<file path="src/rtl/tow_pkg.sv">
// Shared types and constants for the tug-of-war rope controller.
// Optional build macro used by this slice: TOW_WIN_BLINK_EN (blinking winner LED).
package tow_pkg;

    // Match controller states
    typedef enum logic [1:0] {
        PLAY  = 2'd0,
        HOLD  = 2'd1,
        WIN_R = 2'd2,
        WIN_L = 2'd3
    } state_t;

    // Default configuration
    localparam int TOW_HALF_LEN = 3;
    localparam int TOW_CLR_HOLD = 4;
    localparam int TOW_BLINK_W  = 24;

    // LED bar width: centre plus half_len steps each side
    function automatic int led_width(input int half_len);
        return 2 * half_len + 1;
    endfunction

    // Signed position width able to hold [-half_len, +half_len]
    function automatic int pos_width(input int half_len);
        return $clog2(half_len + 1) + 1;
    endfunction

endpackage

</file>
<file path="src/rtl/tow_led_decode.sv">
// Signed rope position to one-hot LED bar, with an optional blink gate in win states.
// Build macro: TOW_WIN_BLINK_EN gates the bar with i_blink while i_win is high.
module tow_led_decode
    import tow_pkg::*;
#(
    parameter int HALF_LEN = TOW_HALF_LEN,
    parameter int PW       = pos_width(TOW_HALF_LEN),
    parameter int LED_W    = led_width(TOW_HALF_LEN)
) (
    input  logic signed [PW-1:0]    i_pos,
    input  logic                    i_win,
    input  logic                    i_blink,
    output logic        [LED_W-1:0] o_led
);

    logic [LED_W-1:0] w_onehot;

    // Bit (pos + HALF_LEN) lights; bit HALF_LEN is the centre, MSB the right end
    always_comb begin
        w_onehot = '0;
        for (int i = 0; i < LED_W; i++) begin
            if (int'(i_pos) == i - HALF_LEN) begin
                w_onehot[i] = 1'b1;
            end
        end
    end

`ifdef TOW_WIN_BLINK_EN
    assign o_led = i_win ? (w_onehot & {LED_W{i_blink}}) : w_onehot;
`else
    logic w_unused_blink;
    assign w_unused_blink = i_win ^ i_blink;
    assign o_led = w_onehot;
`endif

endmodule

</file>
<file path="src/rtl/tow_rope_ctrl.sv">
// Tug-of-war rope controller: consumes round results, moves the mark,
// re-arms the buttons via clr and declares the match winner.
// Build macro: TOW_WIN_BLINK_EN adds a free-running blink counter for the winner LED.
// Handshake: winrnd is a one-cycle strobe with right/tie qualified by it; it is
// only acted on in PLAY, never queued, and clr stays high whenever the controller
// is not ready (HOLD or a win state).
module tow_rope_ctrl
    import tow_pkg::*;
#(
    parameter int HALF_LEN = TOW_HALF_LEN,
    parameter int CLR_HOLD = TOW_CLR_HOLD,
    parameter int BLINK_W  = TOW_BLINK_W
) (
    input  logic                    clk,
    input  logic                    rst,
    input  logic                    winrnd,
    input  logic                    right,
    input  logic                    tie,
    output logic                    clr,
    output logic [2*HALF_LEN:0]     pos_led,
    output logic                    game_over,
    output logic                    win_right,
    output logic                    win_left,
    output state_t                  dbg_state
);

    localparam int PW    = pos_width(HALF_LEN);
    localparam int LED_W = led_width(HALF_LEN);
    localparam int CW    = (CLR_HOLD > 1) ? $clog2(CLR_HOLD) : 1;

    localparam logic signed [PW-1:0] POS_MAX = PW'(HALF_LEN);
    localparam logic signed [PW-1:0] POS_MIN = -POS_MAX;
    localparam logic signed [PW-1:0] POS_ONE = PW'(1);
    localparam logic [LED_W-1:0]     LED_CTR = LED_W'(1) << HALF_LEN;

    state_t                  r_state;
    state_t                  w_state_nxt;
    logic signed [PW-1:0]    r_pos;
    logic signed [PW-1:0]    w_pos_nxt;
    logic        [CW-1:0]    r_cnt;
    logic        [CW-1:0]    w_cnt_nxt;
    logic                    r_clr;
    logic                    r_game_over;
    logic                    r_win_right;
    logic                    r_win_left;
    logic        [LED_W-1:0] r_pos_led;
    logic        [LED_W-1:0] w_led_nxt;
    logic                    w_win_nxt;
    logic                    w_blink;

`ifdef TOW_WIN_BLINK_EN
    logic [BLINK_W-1:0] r_blink;

    // Free-running blink divider; MSB gates the winner LED
    always_ff @(posedge clk) begin
        if (rst) begin
            r_blink <= '0;
        end else begin
            r_blink <= r_blink + BLINK_W'(1);
        end
    end

    assign w_blink = r_blink[BLINK_W-1];
`else
    logic [BLINK_W-1:0] w_unused_blink_cnt;
    assign w_unused_blink_cnt = '0;
    assign w_blink = 1'b0;
`endif

    // Next state, next position and clr hold counter
    always_comb begin
        w_state_nxt = r_state;
        w_pos_nxt   = r_pos;
        w_cnt_nxt   = r_cnt;
        case (r_state)
            PLAY: begin
                if (winrnd) begin
                    if (tie) begin
                        w_pos_nxt = r_pos;
                    end else if (right) begin
                        w_pos_nxt = r_pos + POS_ONE;
                    end else begin
                        w_pos_nxt = r_pos - POS_ONE;
                    end
                    w_cnt_nxt = CW'(CLR_HOLD - 1);
                    if (w_pos_nxt == POS_MAX) begin
                        w_state_nxt = WIN_R;
                    end else if (w_pos_nxt == POS_MIN) begin
                        w_state_nxt = WIN_L;
                    end else begin
                        w_state_nxt = HOLD;
                    end
                end
            end
            HOLD: begin
                if (r_cnt == '0) begin
                    w_state_nxt = PLAY;
                end else begin
                    w_cnt_nxt = r_cnt - CW'(1);
                end
            end
            WIN_R, WIN_L: begin
                w_state_nxt = r_state;
            end
            default: begin
                w_state_nxt = PLAY;
            end
        endcase
    end

    assign w_win_nxt = (w_state_nxt == WIN_R) || (w_state_nxt == WIN_L);

    tow_led_decode #(
        .HALF_LEN (HALF_LEN),
        .PW       (PW),
        .LED_W    (LED_W)
    ) u_led_decode (
        .i_pos   (w_pos_nxt),
        .i_win   (w_win_nxt),
        .i_blink (w_blink),
        .o_led   (w_led_nxt)
    );

    // State and registered outputs, all derived from the next state
    always_ff @(posedge clk) begin
        if (rst) begin
            r_state     <= PLAY;
            r_pos       <= '0;
            r_cnt       <= '0;
            r_clr       <= 1'b0;
            r_game_over <= 1'b0;
            r_win_right <= 1'b0;
            r_win_left  <= 1'b0;
            r_pos_led   <= LED_CTR;
        end else begin
            r_state     <= w_state_nxt;
            r_pos       <= w_pos_nxt;
            r_cnt       <= w_cnt_nxt;
            r_clr       <= (w_state_nxt != PLAY);
            r_game_over <= w_win_nxt;
            r_win_right <= (w_state_nxt == WIN_R);
            r_win_left  <= (w_state_nxt == WIN_L);
            r_pos_led   <= w_led_nxt;
        end
    end

    assign clr       = r_clr;
    assign pos_led   = r_pos_led;
    assign game_over = r_game_over;
    assign win_right = r_win_right;
    assign win_left  = r_win_left;
    assign dbg_state = r_state;

endmodule
</file>
<file path="config.mk">
export PLATFORM = sky130hd
export DESIGN_NAME = tow_rope_ctrl
export DESIGN_NICKNAME = d
export VERILOG_FILES = /design/src/rtl/tow_pkg.sv /design/src/rtl/tow_led_decode.sv /design/src/rtl/tow_rope_ctrl.sv
export SDC_FILE = /design/constraint.sdc
export NUM_CORES = 1
export LEC_CHECK = 0
export BUFFER_PORTS_ARGS = -buffer_cell sky130_fd_sc_hd__buf_2
export CORE_MARGIN = 4
export CORE_UTILIZATION = 45
export DETAILED_ROUTE_END_ITERATION = 16
export GPL_TIMING_DRIVEN = 0
export HOLD_SLACK_MARGIN = 0.06
export PLACE_DENSITY = 0.68
export SLEW_MARGIN = 20
export SYNTH_ARGS = -nofsm -noshare
export SYNTH_HDL_FRONTEND = slang
export SYNTH_SLANG_ARGS = --single-unit
</file>
<file path="constraint.sdc">
create_clock -name clk -period 2.76 [get_ports clk]
set_clock_uncertainty 0.05 [all_clocks]
set_input_delay 0.138 -clock clk [delete_from_list [all_inputs] [get_ports clk]]
set_output_delay 0.138 -clock clk [all_outputs]
set_load 0.02 [all_outputs]
</file>
Word-level counts from Yosys, hierarchy flattened:

Cells that the tools add are included.

* $add $sub $neg: 3
* multiply operators: 0
* div/mod/pow operators: 0
* magnitude comparators: 0
* equal/unequal tests: 15
* shift operators: 0
* multiplexer cells: 21
* bitwise operators: 0
* reductions and logical operators: 8

Operators by type and width (number)
* logical NOT 32 bit: 1
* two-way mux 3 bit: 6
* equality test 3 bit, second input constant: 5
* two-way mux 2 bit: 6
* equality test 2 bit, second input constant: 4
* two-way mux 1 bit: 7
* equality test 3 x 2 -> 1 bit, second input constant: 2
* one-hot mux 2 bit (3 select lines): 1
* logical NOT 2 bit: 2
* != test 2 bit, second input constant: 2
* one-hot mux 2 bit (2 select lines): 1
* nonzero test 2 bit: 2
* adder 3 x 2 -> 3 bit, second input constant: 1
* equality test 3 x 1 -> 1 bit, second input constant: 1
* AND reduction 3 bit: 1
* subtractor 3 x 2 -> 3 bit, second input constant: 1
* equality test 2 x 1 -> 1 bit, second input constant: 1
* OR reduction 2 bit: 1
* subtractor 2 x 1 -> 2 bit, second input constant: 1
* logical OR 1 bit: 1

* register bits: 18
* latch bits: 0
* memory bits (writable): 0
* bits in read-only memories: 0
* input port bits: 5
* output and inout port bits: 13
* logic and storage cells: 55
* memories kept: 0

Longest topological paths before layout:

Gate-level depths: netlist of the first run.

* depth in word-level cells: 12
* depth in mapped cells: 8
* gate-level depth less buffers: 6

By module:

From an unflattened synthesis of the first run, not the netlist that was laid out.

* cell total of the unflattened synthesis: 98
* area, all modules: 882.1 um^2

Modules (own cells, without submodules)
* tow_rope_ctrl: instances 1, cells each 91, area each 824.5 um^2, seq. area each 360.3 um^2
* tow_led_decode: instances 1, cells each 7, area each 57.6 um^2, seq. area each 0.0 um^2

Worst setup path after synthesis of the first run:

OpenSTA, ideal clock, no wires.

* path kind: register to register
* start: reg r_pos[0]
* end: reg r_win_left (netlist: win_left)
* setup time: 0.059 ns
* arrival time: 2.417 ns
* required time: 2.651 ns
* path slack: 0.234 ns
* stages on the path, launching flop included: 9
* path buffers: 2
* clock period less this slack: 2.526 ns
* cell sequence: dfxtp_1 > clkbuf_1 > inv_1 > fa_1 > buf_6 > xor3_1 > a211o_1 > a311oi_2 > and2_1

* longest elaborated chain between the ends: 11
* elaborated cells between the ends (all ways): 13
* classes of those cells: add/sub: 2; eq/ne: 3; mux: 8

Ends and longest elaborated chain
* start: declaration: RTL line tow_rope_ctrl.sv:38 `logic signed [PW-1:0] r_pos;`
* start signal: assignment: RTL line tow_rope_ctrl.sv:137 `r_pos <= w_pos_nxt;`
* subtractor 3 x 2 -> 3 bit or adder 3 x 2 -> 3 bit (tied branches): RTL line tow_rope_ctrl.sv:83, tow_rope_ctrl.sv:81
* two-way mux 3 bit: RTL line tow_rope_ctrl.sv:80 `end else if (right) begin`
* two-way mux 3 bit *: RTL line tow_rope_ctrl.sv:78 `if (tie) begin`
* two-way mux 3 bit *: RTL line tow_rope_ctrl.sv:77 `if (winrnd) begin`
* two-way mux 3 bit *: RTL line tow_rope_ctrl.sv:75 `case (r_state)`
* equality test 3 bit: RTL line tow_rope_ctrl.sv:88 `end else if (w_pos_nxt == POS_MIN) begin`
* two-way mux 2 bit: RTL line tow_rope_ctrl.sv:88
* two-way mux 2 bit *: RTL line tow_rope_ctrl.sv:86 `if (w_pos_nxt == POS_MAX) begin`
* two-way mux 2 bit *: RTL line tow_rope_ctrl.sv:77
* one-hot mux 2 bit (3 select lines) *: RTL line tow_rope_ctrl.sv:75
* equality test 2 bit *: RTL line tow_rope_ctrl.sv:142 `r_win_left <= (w_state_nxt == WIN_L);`
* end signal: assignment: RTL line tow_rope_ctrl.sv:142
* end: declaration: RTL line tow_rope_ctrl.sv:45 `logic r_win_left;`

Mark *: on every way between the ends. The rest lies on a longest branch, timed or not. The select of a mux whose other input is x is not followed.
A chain may end at the register's enable or synchronous reset.

Final worst setup path of the first run:

Ends and elaborated chain as after synthesis.

==> key figures, run 1 <==
Timing
  • Slew @ Worst Pin: between 0.4 and 0.5 ns
  • Hold WS: around 0.23 ns
  • Final Hold Viols: 0
  • Total negative slack: 0 ns
  • Slew Limit Fails: 0
  • Final count of negative-setup-slack endpoints: 0
  • Fin crit period: 2.56 ns
  • Fmax: about 390 MHz
  • Crit share post-route: 0.926
  • Relative slew slack: 0.682
  • RSZ-0062 raised after global routing: no

Synth
  • Synth Register Bits: 18
  • Post-synth EDFFs: 0
  • Synth top area share: 0.412
  • Yosys cell types: 34
  • Sequential share of the synthesized area: 0.412
  • Syn Nets: between 100 and 150
  • Ys async rst share: 0
  • Synth Area per Inst: a little over 9 um^2
  • Cells after synthesis: 96
  • Ys Warns: 0
  • Syn Std Cell Area: 875 um^2
  • Primary FF master, synth: dfxtp_1
  • Synth top area cells: dfxtp_1, xor3_1, nor2_1
  • Synth area leader: dfxtp_1

Floorplanning
  • Die Y: around 52 um
  • Starting Density: 0.491
  • Floorplan row count: 15
  • Die Area: 2710 um^2
  • Die Wd: about 52 um
  • Core area: 1780 um^2
  • IO Pins: 18

Global route
  • Met2 usage: 0.224
  • Layer with the highest usage: met2
  • Total GRT Usage: 0.134
  • GR Util met1: 0.155
  • First-pass GRT wire length: approximately 2600 um
  • Largest net degree at the start of global routing: 11
  • Total congestion overflow: 0
  • Global Route met3 Usage: 0.0372
  • Initial antenna violation count: 0
  • Number of global-route vias before repair: around 640

Clocking
  • CTS tree: built
  • Clock-pin slew on the worst setup and hold paths: ~0.11 ns
  • Clk_lat worst skew: 0.29 ns
  • Clock tree buffer depth: 2
  • CTS Buf Count: 3
  • Post-CTS Setup Repair Bufs: 0
  • CTS sink cnt: 18
  • Root Driver: clkbuf_4
  • Clock H-tree levels: 1

Hold path
  • Worst Hold End: r_pos[0]
  • Hold Crit Start: winrnd
  • Worst hold path type: input port to register
  • Hold Path Depth: 4

Placement
  • Hpwl dp: around 1300 um
  • GPL Wtd Cong: a little under 0.8
  • Port bufs: 16

Detailed routing
  • Via density: about 5.1
  • DRC: 0
  • Post-Route WL: ~1600 um
  • Starting DRT DRC Count: 10
  • Routed WL per cell: between 10 and 15 um
  • Routed vias: about 700
  • Post-route ant nets: 0
  • 1st-pass router iterations: 4

Final layout
  • Fillers: 177
  • Area growth from synthesis to layout: 17.7%
  • Antenna Cells: 0
  • Fin nets: 124
  • Proportion of layout cells with a drive suffix above 1: 0.224

Job
  • Max Cap Viol: 0

Critical path
  • Critical path arrival: 2.74 ns
  • Reg2reg path depth: 7
  • Critical path class: register to register
  • Crit end category: register
  • Req. time, crit path: between 2 and 3 ns
  • CP Max Fanout: 10
  • Worst reg2reg startpoint: r_pos[0]
  • Reg2Reg Setup Slack: roughly 0.20 ns
  • End of the worst register-to-register path: win_left
  • Crit start category: register

Power and ir drop
  • Worst vdd ir: between 0.3 and 0.4 mV
  • Leak: between 0.4 and 0.5 nW
  • Cell Pwr Density: ~600 nW/um^2

Run status
  • Status: completed
[flip-flops by register name, summed over array words and instances, names as in the netlist]
register / flops
game_over: 1
r_pos: 3
pos_led: 7
r_cnt: 2
win_right: 1
win_left: 1
dbg_state: 2
clr: 1
[stage by stage]
step            util  std cells  power (mW)  cell area, um^2  setup slack [ns]
3_5_place_dp   0.553        137       0.479              986           -0.0226
3_3_place_gp   0.553        137       0.474              986            0.0621
4_1_cts        0.577        141       0.640             1030            0.0669
5_1_grt        0.578        141       0.669             1030            0.0811
2_1_floorplan      -         96       0.438              875             0.234
6_report       0.578        141       0.635             1030             0.204
[cell usage in the layout (no fill, tap or decap), types with 2 or more instances in the layout]
master,netlist,routed
a21oi_1,4,4
o211ai_1,2,2
a211oi_1,2,2
nor2b_1,2,2
inv_1,7,7
nand3_1,2,2
xor2_1,2,2
buf_2,1,17
nor2_1,12,12
o21bai_1,3,3
clkbuf_1,3,2
dfxtp_1,18,17
xor3_1,2,2
clkbuf_4,0,3
o21ai_0,3,3
xnor2_1,2,2
nor3_1,5,5
nand2_1,9,9
[where the power goes]
part	switching, mW	internal, mW	total, mW
registers	0.0187	0.282	0.301
clock network	0.0823	0.0803	0.163
logic	0.0954	0.0769	0.172
total	0.196	0.439	0.635
[Yosys cell counts (2+ instances only)]
master	number
xnor2_1	2
o211ai_1	2
nor2b_1	2
nor3_1	5
o21bai_1	3
inv_1	7
a211oi_1	2
nand3_1	2
nor2_1	12
nand2_1	9
xor3_1	2
xor2_1	2
a21oi_1	4
clkbuf_1	3
o21ai_0	3
dfxtp_1	18
[layer usage]
layer | up-vias | wire, um
met1 | 316 | 729
met4 | 0 | 48
li1 | 370 | -
met5 | - | 0
met3 | 6 | 102
met2 | 21 | 751
[how the worst max path moves through the flow]
stage	startpoint	endpoint	slack, ns
2_1_floorplan	r_pos[0]	win_left	0.23
4_1_cts	r_pos[0]	win_left	0.07
6_report	r_pos[0]	win_left	0.20
5_1_grt	r_pos[0]	win_left	0.08
3_3_place_gp	r_pos[0]	win_left	0.06
3_5_place_dp	r_pos[0]	win_left	-0.02
[worst max-delay path: stages, from the launching register on]
cell and delay [ns]:
dfxtp_2 0.44, inv_1 0.14, fa_1 0.51, buf_6 0.16, xor3_1 0.36, a211o_1 0.34
a311oi_2 0.32, and2_1 0.18
[final cells by class]
| class | count | area [um^2] | area share |
|---|---|---|---|
| Inverter | 7 | 26.3 | 0.0255 |
| Buffer | 4 | 23.8 | 0.0231 |
| Clock buffer | 4 | 36.3 | 0.0352 |
| Timing Repair Buffer | 17 | 90.1 | 0.0875 |
| Sequential cell | 18 | 362 | 0.351 |
| Tap cell | 25 | 31.3 | 0.0304 |
| Multi-Input combinational cell | 66 | 460 | 0.447 |
[repair_timing]
action | CTS | global route
endpoints found under the setup margin | 2 | 2
hold endpoints to repair | 1 | 0
gates resized for setup | 0 | 1
hold buffers | 1 | 0
[cell families after synthesis]
group / synth area share
xor gates and xnor gates: 0.0944
buffers and inverters: 0.0615
adders and majority gates: 0.0372
DFF: 0.412
and+or+nand+nor: 0.232
AOI/OAI and AO/OA: 0.163
(Power assumes the default switching activity.)
==> inputs of run 2 (changes only) <==
--- a/config.mk
+++ b/config.mk
@@ -15,4 +15,5 @@
 export SLEW_MARGIN = 20
 export SYNTH_ARGS = -nofsm -noshare
 export SYNTH_HDL_FRONTEND = slang
+export SYNTH_HIERARCHICAL = 1
 export SYNTH_SLANG_ARGS = --single-unit
==> key figures, run 2 <==
Final layout
  • Most frequent cells in the layout: dfxtp_1, buf_2, nor2_1, nor2b_1, inv_1
  • Commonest non-fill, non-tap cell in the layout: dfxtp_1
  • Final core utilization: 0.576
  • Proportion of layout cells with a drive suffix above 1: 0.259
  • Max reg flops: 7
  • Fin nets: between 100 and 150
  • Antenna Cells: 0
  • Area growth from synthesis to layout: 18.1%
  • Design area: just over 1000 um^2

Clocking
  • CTS tree: built
  • Clock-pin slew on the worst setup and hold paths: around 0.1 ns
  • CTS Buf Count: 3
  • Post-CTS sizing: 0
  • CTS sink cnt: 18
  • Root Driver: clkbuf_4
  • Clock tree buffer depth: 2
  • Clk_lat worst skew: slightly below 0.3 ns
  • Clock H-tree levels: 1

Placement
  • Hpwl dp: 1210 um
  • GPL Wtd Cong: 0.746
  • Port bufs: 16
  • Placement Cell Area: between 900 and 1000 um^2

Critical path
  • Req. time, crit path: just under 3 ns
  • Critical path class: register to register
  • Crit start category: register
  • CP Max Fanout: 8
  • Crit end category: register
  • Critical path arrival: between 2 and 2.5 ns

Power and ir drop
  • Worst vdd ir: 0.323 mV
  • Leak: approximately 0.49 nW
  • Cell Pwr Density: between 600 and 700 nW/um^2

Global route
  • Number of global-route vias before repair: 660
  • Total congestion overflow: 0
  • Total GRT Usage: 0.140
  • Initial antenna violation count: 0
  • Largest net degree at the start of global routing: 11
  • First-pass GRT wire length: between 2000 and 3000 um

Timing
  • Slew @ Worst Pin: 0.513 ns
  • Relative slew slack: 0.655
  • Crit share post-route: 0.854
  • RSZ-0062 raised after global routing: no
  • Fin crit period: roughly 2.4 ns
  • Slew Limit Fails: 0
  • Total negative slack: 0 ns
  • Final Hold Viols: 0
  • Fmax: about 420 MHz
  • Final count of negative-setup-slack endpoints: 0

Floorplanning
  • Core area: about 1800 um^2
  • Starting Density: 0.488
  • Floorplan row count: 15
  • Die Area: ~2700 um^2
  • Die Wd: around 52 um
  • Die Y: between 50 and 60 um
  • IO Pins: 18

Synth
  • Cells after synthesis: 95
  • Synth Area per Inst: around 9 um^2
  • Syn Std Cell Area: ~870 um^2
  • Ys Warns: 6
  • Syn Nets: about 100

Job
  • Max Cap Viol: 0

Detailed routing
  • Routed vias: approximately 690
  • Via density: 4.87
  • DRC: 0
  • Routed WL per cell: roughly 11 um
  • 1st-pass router iterations: 4
  • Post-Route WL: about 1600 um
  • Post-route ant nets: 0
  • Starting DRT DRC Count: 5

Run status
  • Status: completed

Hold path
  • Worst hold path type: input port to register
-- run 2: path summary, 6_finish.rpt --
| path | from | endpoint | slack (ns) | cells after the start |
|---|---|---|---|---|
| min | winrnd | r_cnt[0] | 0.24 | 5 |
| max reg2reg | r_pos[0] | pos_led[3] | 0.40 | 7 |
| max | r_pos[0] | pos_led[3] | 0.40 | 7 |
| min reg2reg | r_cnt[0] | r_cnt[0] | 0.48 | 2 |
-- run 2: cell type report --
cell class	instances	area (um^2)
plain buffers	3	20.0
well taps	25	31.3
clock buffers	4	36.3
inverters	7	26.3
fillers	174	756
repair buffers	17	90.1
multi-input cells	67	463
flip-flops and latches	18	360
-- run 2: per-layer routing --
layer | vias up | global-route usage | part of all wire
met2 | 9 | 0.251 | 0.52
met5 | - | 0 | 0
met1 | 319 | 0.153 | 0.44
met4 | 0 | 0.0524 | 0
met3 | 0 | 0.0401 | 0.039
li1 | 359 | - | -
-- run 2: report_power, final --
| part | leakage, nW | switching (mW) | total, mW | internal, mW |
|---|---|---|---|---|
| Sequential | 0.147 | 0.0191 | 0.308 | 0.289 |
| Clock | 0.0210 | 0.0783 | 0.159 | 0.0803 |
| Combinational | 0.319 | 0.128 | 0.221 | 0.0939 |
-- run 2: through the flow --
step / setup WS (ns) / total power [mW] / hold slack [ns] / instances
final: 0.402 / 0.688 / 0.237 / 141
after global routing: 0.154 / 0.740 / 0.278 / 141
after CTS: 0.402 / 0.699 / 0.229 / 141
after detailed placement: 0.450 / 0.536 / 0.345 / 136
after global placement: 0.439 / 0.531 / 0.330 / 136
after floorplan: 0.713 / 0.485 / 0.160 / 95
-- run 2: what timing repair did --
item                                   in CTS  in global routing
hold buffers                                1                  0
setup buffers                               0                  0
endpoints found under the hold margin       4                  0
-- run 2: critical path, stage by stage, from the launching register on --
cell     delay (ns)
dfxtp_1        0.39
fa_1           0.44
xor2_1         0.30
or2_1          0.19
nor2_1         0.06
xnor2_1        0.43
nor3_1         0.11
or2_2          0.28
